## config.mk

```make
export PLATFORM = sky130hd
export DESIGN_NAME = pkt_meta_gen
export DESIGN_NICKNAME = d
export VERILOG_FILES = /design/src/rtl/pkt_meta_pkg.sv /design/src/rtl/pkt_meta_gen.sv
export SDC_FILE = /design/constraint.sdc
export NUM_CORES = 1
export LEC_CHECK = 0
export ABC_AREA = 1
export CORE_ASPECT_RATIO = 0.9
export CORE_MARGIN = 10
export CORE_UTILIZATION = 45
export DETAILED_ROUTE_END_ITERATION = 7
export DONT_BUFFER_PORTS = 1
export PLACE_DENSITY = 0.62
export RECOVER_POWER = 25
export SLEW_MARGIN = 20
export SYNTH_ARGS = -nofsm -noshare
export SYNTH_HDL_FRONTEND = slang
export SYNTH_SLANG_ARGS = --single-unit
```

## constraint.sdc

```tcl
create_clock -name i_sys_clk -period 9.4 [get_ports i_sys_clk]
set_input_delay 1.88 -clock i_sys_clk [delete_from_list [all_inputs] [get_ports i_sys_clk]]
set_output_delay 1.88 -clock i_sys_clk [all_outputs]
set_load 0.01 [all_outputs]
```

## src/rtl/pkt_meta_pkg.sv

```systemverilog
// Shared constants for the ingress metadata generator: flit tags, metadata
// bit positions, the config ethertype and the parser FSM encoding.
package pkt_meta_pkg;

  localparam int FLIT_W = 134;
  localparam int META_W = 168;

  localparam logic [1:0] TAG_HEAD = 2'b01;
  localparam logic [1:0] TAG_BODY = 2'b11;
  localparam logic [1:0] TAG_TAIL = 2'b10;

  localparam logic [15:0] ETH_CONF  = 16'h9005;
  localparam logic [47:0] MAC_BCAST = 48'hFFFF_FFFF_FFFF;

  localparam int M_PORT_LSB  = 160;
  localparam int M_LEN_LSB   = 144;
  localparam int M_FLITS_LSB = 128;
  localparam int M_DISCARD   = 118;
  localparam int M_ERROR     = 117;
  localparam int M_CONF      = 116;
  localparam int M_TS_LSB    = 0;

  typedef enum logic [1:0] {
    ST_IDLE = 2'd0,
    ST_FWD  = 2'd1,
    ST_DROP = 2'd2
  } state_t;

  function automatic logic [15:0] sat_inc16(input logic [15:0] v);
    return (v == 16'hFFFF) ? v : v + 16'd1;
  endfunction

endpackage

```

## src/rtl/pkt_meta_gen.sv

```systemverilog
// Parses head flits, forwards flits with one cycle of latency and emits packet
// metadata on the tail; drops whole packets when downstream is almost full.
module pkt_meta_gen
  import pkt_meta_pkg::*;
#(
  parameter logic [7:0] P_PORT_ID = 8'd0,
  parameter int         P_TS_W    = 64
) (
  input  logic              i_sys_clk,
  input  logic              i_sys_rst_n,
  input  logic [47:0]       i_pe_conf_mac,
  input  logic              i_data_valid,
  input  logic [FLIT_W-1:0] i_data,
  input  logic              i_alf,
  output logic              o_data_valid,
  output logic [FLIT_W-1:0] o_data,
  output logic              o_meta_valid,
  output logic [META_W-1:0] o_meta,
  output logic [31:0]       o_pkt_cnt,
  output logic [31:0]       o_drop_cnt
);

  state_t state, state_nxt;

  logic [P_TS_W-1:0] ts, ts_lat;
  logic [15:0]       flit_cnt;
  logic              disc_lat, conf_lat;

  logic fwd, emit_meta, trunc, drop_inc, latch;

  logic [1:0]  tag;
  logic        is_head, is_tail, is_conf, is_foreign;
  logic [47:0] dst_mac;

  assign tag        = i_data[133:132];
  assign is_head    = (tag == TAG_HEAD);
  assign is_tail    = (tag == TAG_TAIL);
  assign dst_mac    = i_data[127:80];
  assign is_conf    = (i_data[31:16] == ETH_CONF);
  assign is_foreign = (dst_mac != i_pe_conf_mac) && (dst_mac != MAC_BCAST);

  always_ff @(posedge i_sys_clk or negedge i_sys_rst_n) begin
    if (!i_sys_rst_n) state <= ST_IDLE;
    else              state <= state_nxt;
  end

  // A head in DROP is treated exactly like a head in IDLE.
  always_comb begin
    state_nxt = state;
    fwd       = 1'b0;
    emit_meta = 1'b0;
    trunc     = 1'b0;
    drop_inc  = 1'b0;
    latch     = 1'b0;
    if (i_data_valid) begin
      unique case (state)
        ST_IDLE, ST_DROP: begin
          if (is_head) begin
            if (!i_alf || is_conf) begin
              fwd       = 1'b1;
              latch     = 1'b1;
              state_nxt = ST_FWD;
            end else begin
              drop_inc  = 1'b1;
              state_nxt = ST_DROP;
            end
          end else if (state == ST_IDLE) begin
            drop_inc  = 1'b1;
            state_nxt = is_tail ? ST_IDLE : ST_DROP;
          end else if (is_tail) begin
            state_nxt = ST_IDLE;
          end
        end
        ST_FWD: begin
          fwd = 1'b1;
          if (is_head) begin
            trunc     = 1'b1;
            emit_meta = 1'b1;
            state_nxt = ST_DROP;
          end else if (is_tail) begin
            emit_meta = 1'b1;
            state_nxt = ST_IDLE;
          end
        end
        default: state_nxt = ST_IDLE;
      endcase
    end
  end

  // The closing flit (real tail or truncating head) is counted as the last flit.
  logic [15:0]       flits_tot, len_sat;
  logic [31:0]       len_wide;
  logic [META_W-1:0] meta_nxt;

  assign flits_tot = sat_inc16(flit_cnt);
  assign len_wide  = (({16'd0, flits_tot} - 32'd1) << 4) + {28'd0, i_data[131:128]} + 32'd1;
  assign len_sat   = (len_wide > 32'h0000_FFFF) ? 16'hFFFF : len_wide[15:0];

  always_comb begin
    meta_nxt                        = '0;
    meta_nxt[M_PORT_LSB  +: 8]      = P_PORT_ID;
    meta_nxt[M_LEN_LSB   +: 16]     = len_sat;
    meta_nxt[M_FLITS_LSB +: 16]     = flits_tot;
    meta_nxt[M_DISCARD]             = disc_lat | trunc;
    meta_nxt[M_ERROR]               = trunc;
    meta_nxt[M_CONF]                = conf_lat;
    meta_nxt[M_TS_LSB +: P_TS_W]    = ts_lat;
  end

  always_ff @(posedge i_sys_clk or negedge i_sys_rst_n) begin
    if (!i_sys_rst_n) begin
      ts           <= '0;
      ts_lat       <= '0;
      flit_cnt     <= '0;
      disc_lat     <= 1'b0;
      conf_lat     <= 1'b0;
      o_data_valid <= 1'b0;
      o_data       <= '0;
      o_meta_valid <= 1'b0;
      o_meta       <= '0;
      o_pkt_cnt    <= '0;
      o_drop_cnt   <= '0;
    end else begin
      ts           <= ts + P_TS_W'(1);
      o_data_valid <= fwd;
      o_meta_valid <= emit_meta;
      if (fwd)       o_data <= trunc ? {TAG_TAIL, i_data[131:0]} : i_data;
      if (emit_meta) o_meta <= meta_nxt;
      if (latch) begin
        ts_lat   <= ts;
        disc_lat <= is_foreign;
        conf_lat <= is_conf;
        flit_cnt <= 16'd1;
      end else if (fwd && !emit_meta) begin
        flit_cnt <= flits_tot;
      end
      o_pkt_cnt  <= o_pkt_cnt  + {31'd0, emit_meta};
      o_drop_cnt <= o_drop_cnt + {31'd0, drop_inc};
    end
  end

endmodule

```

; Word-level counts from Yosys, hierarchy flattened
; Index checks and enable logic that the tools add are counted.
[word_totals]
reg_bits = 447
in_bits = 186
elab_cells = 67
[classes]
add_sub_neg = 7
n_lt_le_gt_ge = 1
n_eq_ne = 8
mux = 30
bitwise = 1
reduce_logical = 8
[ops]
columns = op, count
row1 = two-way mux 134 bit, 1
row2 = adder 32 x 1 -> 32 bit, 2
row3 = adder 64 x 1 -> 64 bit (second input constant), 1
row4 = two-way mux 16 bit, 4
row5 = != test 48 bit, 1
row6 = != test 48 bit (second input constant), 1
row7 = == test 16 bit (second input constant), 2
row8 = greater-than comparator 32 x 16 -> 1 bit (second input constant), 1
row9 = adder 22 x 2 -> 23 bit (second input constant), 1
row10 = adder 21 x 5 -> 22 bit, 1
row11 = two-way mux 1 bit, 17
row12 = subtractor 16 x 1 -> 17 bit (second input constant), 1
row13 = adder 16 x 1 -> 16 bit (second input constant), 1
row14 = two-way mux 2 bit, 6
row15 = == test 2 x 1 -> 1 bit (second input constant), 2
row16 = == test 2 bit (second input constant), 2
row17 = one-hot mux 2 bit (2 select lines), 1
row18 = logical AND 1 bit, 2
row19 = zero test 1 bit, 2
row20 = zero test 2 bit, 1
row21 = one-hot mux 1 bit (2 select lines), 1
row22 = nonzero test 2 bit, 1
row23 = OR reduction 2 bit, 1
row24 = logical OR 1 bit, 1
row25 = bitwise OR 1 bit, 1

; Depth between registers and ports, before layout
[logic_depth]
ltp_word = 9
ltp_mapped = 26

; Least setup slack after synthesis
; OpenSTA, ideal clock, no wires.
[synth_timing]
kind = input port to flip-flop
start = input i_data[132]
end = register o_pkt_cnt[30]
setup_time_ns = 0.079
arrival_ns = 5.090
required_time_ns = 9.321
path_slack_ns = 4.231
path_stages = 21
n_path_buf = 1
path_cell_list = inv_1 -> ha_1 -> nor2_1 -> clkbuf_1 -> ha_1 -> ha_1 -> nand3_1 -> inv_1 -> nand3_1 -> nor2_1 -> nand3_1 -> nor2_1 -> inv_1 -> nor2_1 -> and3_1 -> nand3_1 -> nand3b_1 -> nor2_1 -> nand3b_1 -> nor2_1 -> xor2_1
[synth_between]
elab_chain_len = 6
[synth_lines]
columns = item, line
row1 = "start, declared", pkt_meta_gen.sv:13  ; input logic [FLIT_W-1:0] i_data,
row2 = == test 2 bit, pkt_meta_gen.sv:37  ; assign is_tail = (tag == TAG_TAIL);
row3 = two-way mux 1 bit, pkt_meta_gen.sv:80  ; end else if (is_tail) begin
row4 = two-way mux 1 bit *, pkt_meta_gen.sv:76  ; if (is_head) begin
row5 = two-way mux 1 bit *, pkt_meta_gen.sv:56  ; unique case (state)
row6 = two-way mux 1 bit *, pkt_meta_gen.sv:55  ; if (i_data_valid) begin
row7 = named net emit_meta, pkt_meta_gen.sv:29  ; logic fwd, emit_meta, trunc, drop_inc, latch;
row8 = adder 32 x 1 -> 32 bit *, pkt_meta_gen.sv:137  ; o_pkt_cnt <= o_pkt_cnt + {31'd0, emit_meta};
row9 = "end signal, assigned", pkt_meta_gen.sv:137
row10 = "end, declared", pkt_meta_gen.sv:19  ; output logic [31:0] o_pkt_cnt,
; Mark *: on every way through the listed nets, which the timed path passes. The rest lies on a longest branch.
; A chain may end at the register's enable or synchronous reset.

; Final worst setup path
[layout_timing]
start = input i_data[18]
end = register o_drop_cnt[30]
[layout_between]
elab_chain_len = 7
[layout_lines]
columns = item, line
row1 = == test 16 bit, pkt_meta_gen.sv:39  ; assign is_conf = (i_data[31:16] == ETH_CONF);
row2 = logical OR 1 bit, pkt_meta_gen.sv:59  ; if (!i_alf || is_conf) begin
row3 = two-way mux 1 bit, pkt_meta_gen.sv:59
row4 = two-way mux 1 bit, pkt_meta_gen.sv:58  ; if (is_head) begin
row5 = two-way mux 1 bit, pkt_meta_gen.sv:56
row6 = two-way mux 1 bit, pkt_meta_gen.sv:55
row7 = adder 32 x 1 -> 32 bit, pkt_meta_gen.sv:138  ; o_drop_cnt <= o_drop_cnt + {31'd0, drop_inc};
row8 = "end signal, assigned", pkt_meta_gen.sv:138
row9 = "end, declared", pkt_meta_gen.sv:20  ; output logic [31:0] o_drop_cnt
; Every way passes these cells.

==> metrics.txt <==
total net switching power=between 0.0015 and 0.002 W; DR DRC count=0; Gate power share=16.4%; worst slack at placement=3750 ps; clk slew on worst S/H paths=60 ps; number of global-route vias before repair=15182; Slew Limit Fails=99; Die Y-Extent=about 220 um; Critical Path RT=9910 ps; Worst Tran Pin Value=1680 ps; critical path class=in2reg; asr flop ratio synth=100%; Max-Cap Viols=0; Worst-Skew Late Latency=approximately 590 ps; Clk pwr share=34.7%; Final WS setup=4360 ps; maximum VDD drop=roughly 0.14 mV; Die Width=about 250 um; sw frac=34.0%; hold buffer count at CTS=0; Critical Path AT=5540 ps; fill count=4357; CTS tree=yes; CP Capture Type=flop; Final nets=2569; TNS Setup=0 ps; Cells after Synth=roughly 2400; Max Clock Skew=18.0 ps; EDFF count, synth=0; Die ar.=54800 sq um; CTS Buf Count=48; first-pass GRT wire length=about 93000 um; status=finished with violations; synth unique cells=45; Port Buf Inserts=0; drt wl/cell=between 20 and 25 um; unrepaired setup endpoints after global routing=no; Top FF cell, synth=dfrtp_1; Syn. warnings=0; H-tree levels=2; antenna viol nets, final=0; register area share after synthesis=54.3%; post-DP HPWL=45600 um; Final Hold Fails=0; flops & latches, synth=447; grt total ovfl=0; I/O pin cnt=554; share of cells above drive strength 1=6.44%; vias=~16000; Relative slew margins=-11.8%; Detailed Route WL=61000 um; most frequent cells in the layout=817 x nand2_1, 447 x dfrtp_1, 207 x inv_1, 139 x nor2_1, 120 x o21ai_0; P_int=between 0.003 and 0.004 W; DR iter-0 viols=1156; most common cell after layout, fill and taps aside=nand2_1; Pwr Density=255 nW/um^2; Period minus WS final=5040 ps; drt via density=5.16; syn_area_per_cell=8.64 sq um; Post-CTS Setup Bufs=0; largest net degree at the start of global routing=between 400 and 500; clock tree sinks=447; final period utilization=53.6%; f_max=about 0.20 GHz; worst min path class=reg2reg; Routability Congestion=0.959; Leak=11.3 nW; # setup viols final=0; startpoint class of the critical path=input pin; Starting Density=a little under half; Clock Tree Root=clkbuf_16; failing checks=max-slew violations; post-cts sizing count=0; Total Routing Usage GR=21.6%; Crit Path Max Fanout=4; CTS Buffer Depth=3; Layout area overhead=9.49%; initial antenna violation count=0; Cell Rows=74; Flop pwr share=48.9%; synthesized area=20600 sq um; core area=45400 sq um; Tot Pwr=0.00575 W; Final Util=between 40% and 50%; TritonRoute pass-1 iters=5
-- power by group through the flow --
stage	Sequential, W	Combinational, W	Clock (W)
3_5_place_dp	0.00286	0.000936	0
3_3_place_gp	0.00285	0.000915	0
2_1_floorplan	0.00266	0.000812	0
4_1_cts	0.00283	0.000942	0.00204
6_report	0.00281	0.000944	0.00200
5_1_grt	0.00285	0.00109	0.00212
-- worst max-delay path, stage by stage --
cell     delay, ps
nand2_1         40
nor3_1          40
nand4_1        100
nand2_1        130
nand2_1         80
nand3_1         90
a21oi_1        410
ha_1           270
ha_1           180
nand3_1        110
nor3_1         300
nand3_1        180
nor2_1         130
nand2_1         90
nor2_1         170
nand3_1        140
nor2_1         150
nand2_1         90
nor2_1         210
nand3_1        150
nor2_1         120
nand2_1        100
nor3_1         210
xor2_1         160
-- kinds of logic (layout without fill, tap and decap cells) --
family / count (synthesis) / in the layout / synth area share (%)
buf+inv: 350 / 303 / 7.76
fa+ha+maj: 11 / 11 / 0.668
xor+xnor: 164 / 164 / 7.00
flops: 447 / 447 / 54.3
simple gates: 1232 / 1232 / 25.5
compound gates: 181 / 181 / 4.83
other cells: 1 / 70 / 0.0182
-- sequential cells by signal (all words and copies together) (netlist names) --
name and cells:
o_data_valid 1, ts_lat 64, disc_lat 1, o_pkt_cnt 32, o_meta_valid 1, ts 64, flit_cnt 16, conf_lat 1
o_drop_cnt 32, o_meta 99, state 2, o_data 134
-- cells in the mapped netlist (15+ instances only) --
library cell  number  share of area (%)
a21oi_1           23               0.56
buf_4             69                2.5
clkbuf_1          63                1.1
dfrtp_1          447                 54
inv_1            209                3.8
nand2_1          818                 15
nand3_1           77                1.9
nand4_1           50                1.5
nor2_1           140                2.5
nor2_2            15               0.46
nor3_1            51                1.2
nor4_1            37                1.1
o21ai_0          120                2.9
xnor2_1           55                2.3
xor2_1           108                4.6
-- worst paths after layout --
| check | slack (ps) | depth (start not counted) | from | to |
|---|---|---|---|---|
| worst max-delay path | 4360 | 24 | i_data[18] | o_drop_cnt[30]$_DFF_PN0_ |
| worst min-delay path | 470 | 1 | ts[12]$_DFF_PN0_ | ts[12]$_DFF_PN0_ |
| worst max register to register | 5210 | 23 | flit_cnt[0]$_DFFE_PN0P_ | o_meta[148]$_DFFE_PN0P_ |
| worst min register to register | 470 | 1 | ts[12]$_DFF_PN0_ | ts[12]$_DFF_PN0_ |
| max in group asynchronous | 7060 | 0 | i_sys_rst_n | o_data[58]$_DFFE_PN0P_ |
| min in group asynchronous | 990 | 0 | i_sys_rst_n | o_drop_cnt[26]$_DFF_PN0_ |
-- through the flow --
step	cell area (sq um)	hold WS [ps]	cells
2_1_floorplan	20900	442	2454
3_3_place_gp	20900	457	2930
3_5_place_dp	20900	459	2930
4_1_cts	22600	474	3015
5_1_grt	22600	490	3015
6_report	22600	467	3016
-- layout make-up --
cell class                      count  area (sq um)  share of cell area, %
Sequential cell                   447         11200                   49.6
Multi-Input combinational cell   1657          8100                   35.9
Clock buffer                       67          1410                   6.26
Inverter                          213           806                   3.57
Tap cell                          608           761                   3.37
Clock inverter                     18           256                   1.14
Timing Repair Buffer                5          45.0                  0.200
Antenna cell                        1          2.50                 0.0111
-- layer usage --
metal | part of all wire (%) | track usage [%]
met1 | 42 | 28.3
met4 | 1.6 | 5.03
met5 | 0 | 0
met3 | 8.7 | 5.81
met2 | 48 | 35.2
No activity file was read; power rests on OpenSTA's default activity.
==> patch (config.mk and constraints unchanged) <==
`META_W`: 168 -> 336.
--- a/src/rtl/pkt_meta_pkg.sv
+++ b/src/rtl/pkt_meta_pkg.sv
@@ -3,7 +3,7 @@
 package pkt_meta_pkg;
 
   localparam int FLIT_W = 134;
-  localparam int META_W = 168;
+  localparam int META_W = 336;
 
   localparam logic [1:0] TAG_HEAD = 2'b01;
   localparam logic [1:0] TAG_BODY = 2'b11;
Interface: changed (resized o_meta); port bits go from 554 to 722. No check against the original RTL was run, so the function may have changed too.
==> patch against the unedited design <==
Register-to-register slack got worse by 0.03 ns; routed wire length is 4.9% higher; synthesized area rose by 6.1%; setup slack better by 0.27 ns; critical path type unchanged; synthesized cell count rose by 7.0%; count of clock-buffer cells in the layout is 1 lower; first-iteration DRC count grew 9.3%; highest routed layer unchanged; cell count grew 6.3%; sequential cell count did not move; maximum frequency is 5.7% higher; final area increased by 3.4%; total power increased by 1.8%.
==> patch: results (changes against the unedited design) <==
Synth:
- The adder-cell share of the synthesized area is 0.006291 (-0.0003849).
- After synthesis, the most frequently instantiated cells are sky130_fd_sc_hd__nand2_1 (818), sky130_fd_sc_hd__dfrtp_1 (447), sky130_fd_sc_hd__buf_4 (237).
- The parity-gate share of the synthesized area counting xor and xnor cells came to 0.06600 (-0.004038).
- The share of the yosys chip area belonging to registers came to 0.5113 (-0.03128).
- The compound-gate portion of the synthesized area is 0.04547 (-0.002782).
- After synthesis, the cell types taking the most area are sky130_fd_sc_hd__dfrtp_1 (51%), sky130_fd_sc_hd__nand2_1 (14%), sky130_fd_sc_hd__buf_4 (8.1%), sky130_fd_sc_hd__xor2_1 (4.3%), sky130_fd_sc_hd__inv_1 (3.6%).
- In the synthesized netlist the dominant register cell turns out to be sky130_fd_sc_hd__dfrtp_1.

Detailed routing:
- The number of detailed-route iterations in the first pass is 6 (+1).
- The starting DRC count in detailed routing was 1,263 (+9.3%).
- The number of vias per cell is 5.015 (-2.8%).
- The per-cell routed wire length is 19.97 um (-1.3%).

Final layout:
- The number of nets in the layout came to 2,740 (+6.7%).
- The number of filler instances in the final layout is 4,639 (+6.5%).
- The share of cells above drive strength 1 is 0.06388 (-0.0005163).

Place:
- The global placer's final weighted congestion was 0.9437 (-1.6%).
- The sum of net half-perimeters after detailed placement came to 49,030 um (+7.4%).
- The post-place instance area was 0.02156 mm^2 (+3.2%).

Power:
- The part of the power in the clock network came to 0.350 (+0.003).
- The combinational share of power is 0.169 (+0.005).
- The maximum resistive drop on vdd was 0.1721 mV (+19%).
- The switching power was 2.016 mW (+3.1%).

Hold path:
- The worst hold path stage count was 2 (+1).
- The origin of the worst min-delay path is ts_lat[57].

Run status:
- The flow ran to the end, and the final reports show no timing, DRC or antenna violations.

STA:
- The slew of the pin with the lowest slew margin is 1.308 ns (-0.3684 ns).
- The worst setup skew after layout is 0.01995 ns (+0.001897 ns).

Clock tree:
- The total of cells resized after clock tree synthesis is 0 (unchanged).
- The buffer count from post-CTS setup fixing is 0 (unchanged).
- The tree is rooted in a sky130_fd_sc_hd__clkbuf_16.

GRT:
- The via count of the first global-routing pass is 15,598 (+2.7%).
- The first-pass GRT wire length was 97,430 um (+4.5%).

Worst setup path:
- The maximum single-stage delay on the critical path is 0.27 ns (-0.14 ns).
- The worst endpoint data arrival time is 5.27 ns (-0.27 ns).
- The worst reg-to-reg path cell count is 23 (unchanged).
patch: area by class of cell:
| cell class | instances | area (um^2) | share of cell area |
|---|---|---|---|
| Clock buffer | 66 | 1420 | 0.06086 |
| Clock inverter | 24 | 325.3 | 0.01394 |
| Inverter | 213 | 805.8 | 0.03453 |
| Multi-Input combinational cell | 1825 | 8731 | 0.3742 |
| Sequential cell | 447 | 11190 | 0.4794 |
| Tap cell | 624 | 780.7 | 0.03346 |
| Timing Repair Buffer | 8 | 83.83 | 0.003593 |
patch: worst paths after layout:
check	endpoint	slack [ns]
setup / recovery	o_drop_cnt[30]	4.64
hold / removal	o_meta[57]	0.47
setup reg to reg	o_meta[147]	5.18
hold reg to reg	o_meta[57]	0.47
max in group asynchronous	ts[35]	7.34
min in group asynchronous	o_drop_cnt[21]	1.00
patch: layer usage:
layer / wire, um / up-vias / GRT usage
li1: - / 7537 / -
met1: 26340 / 7921 / 0.2691
met2: 30930 / 548 / 0.3487
met3: 5734 / 76 / 0.06713
met4: 1030 / 0 / 0.04579
met5: 0 / - / 0
patch: through the flow:
stage / hold slack, ns / std cells / util / worst slack, ns / total power, mW
6_report: 0.4711 / 3207 / 0.4868 / 4.635 / 5.857
3_3_place_gp: 0.4545 / 3116 / 0.4498 / 4.008 / 3.800
5_1_grt: 0.4862 / 3207 / 0.4868 / 4.087 / 6.167
4_1_cts: 0.4751 / 3206 / 0.4862 / 4.585 / 5.906
2_1_floorplan: 0.4416 / 2790 / - / 4.231 / 3.549
3_5_place_dp: 0.4619 / 3116 / 0.4498 / 3.967 / 3.835
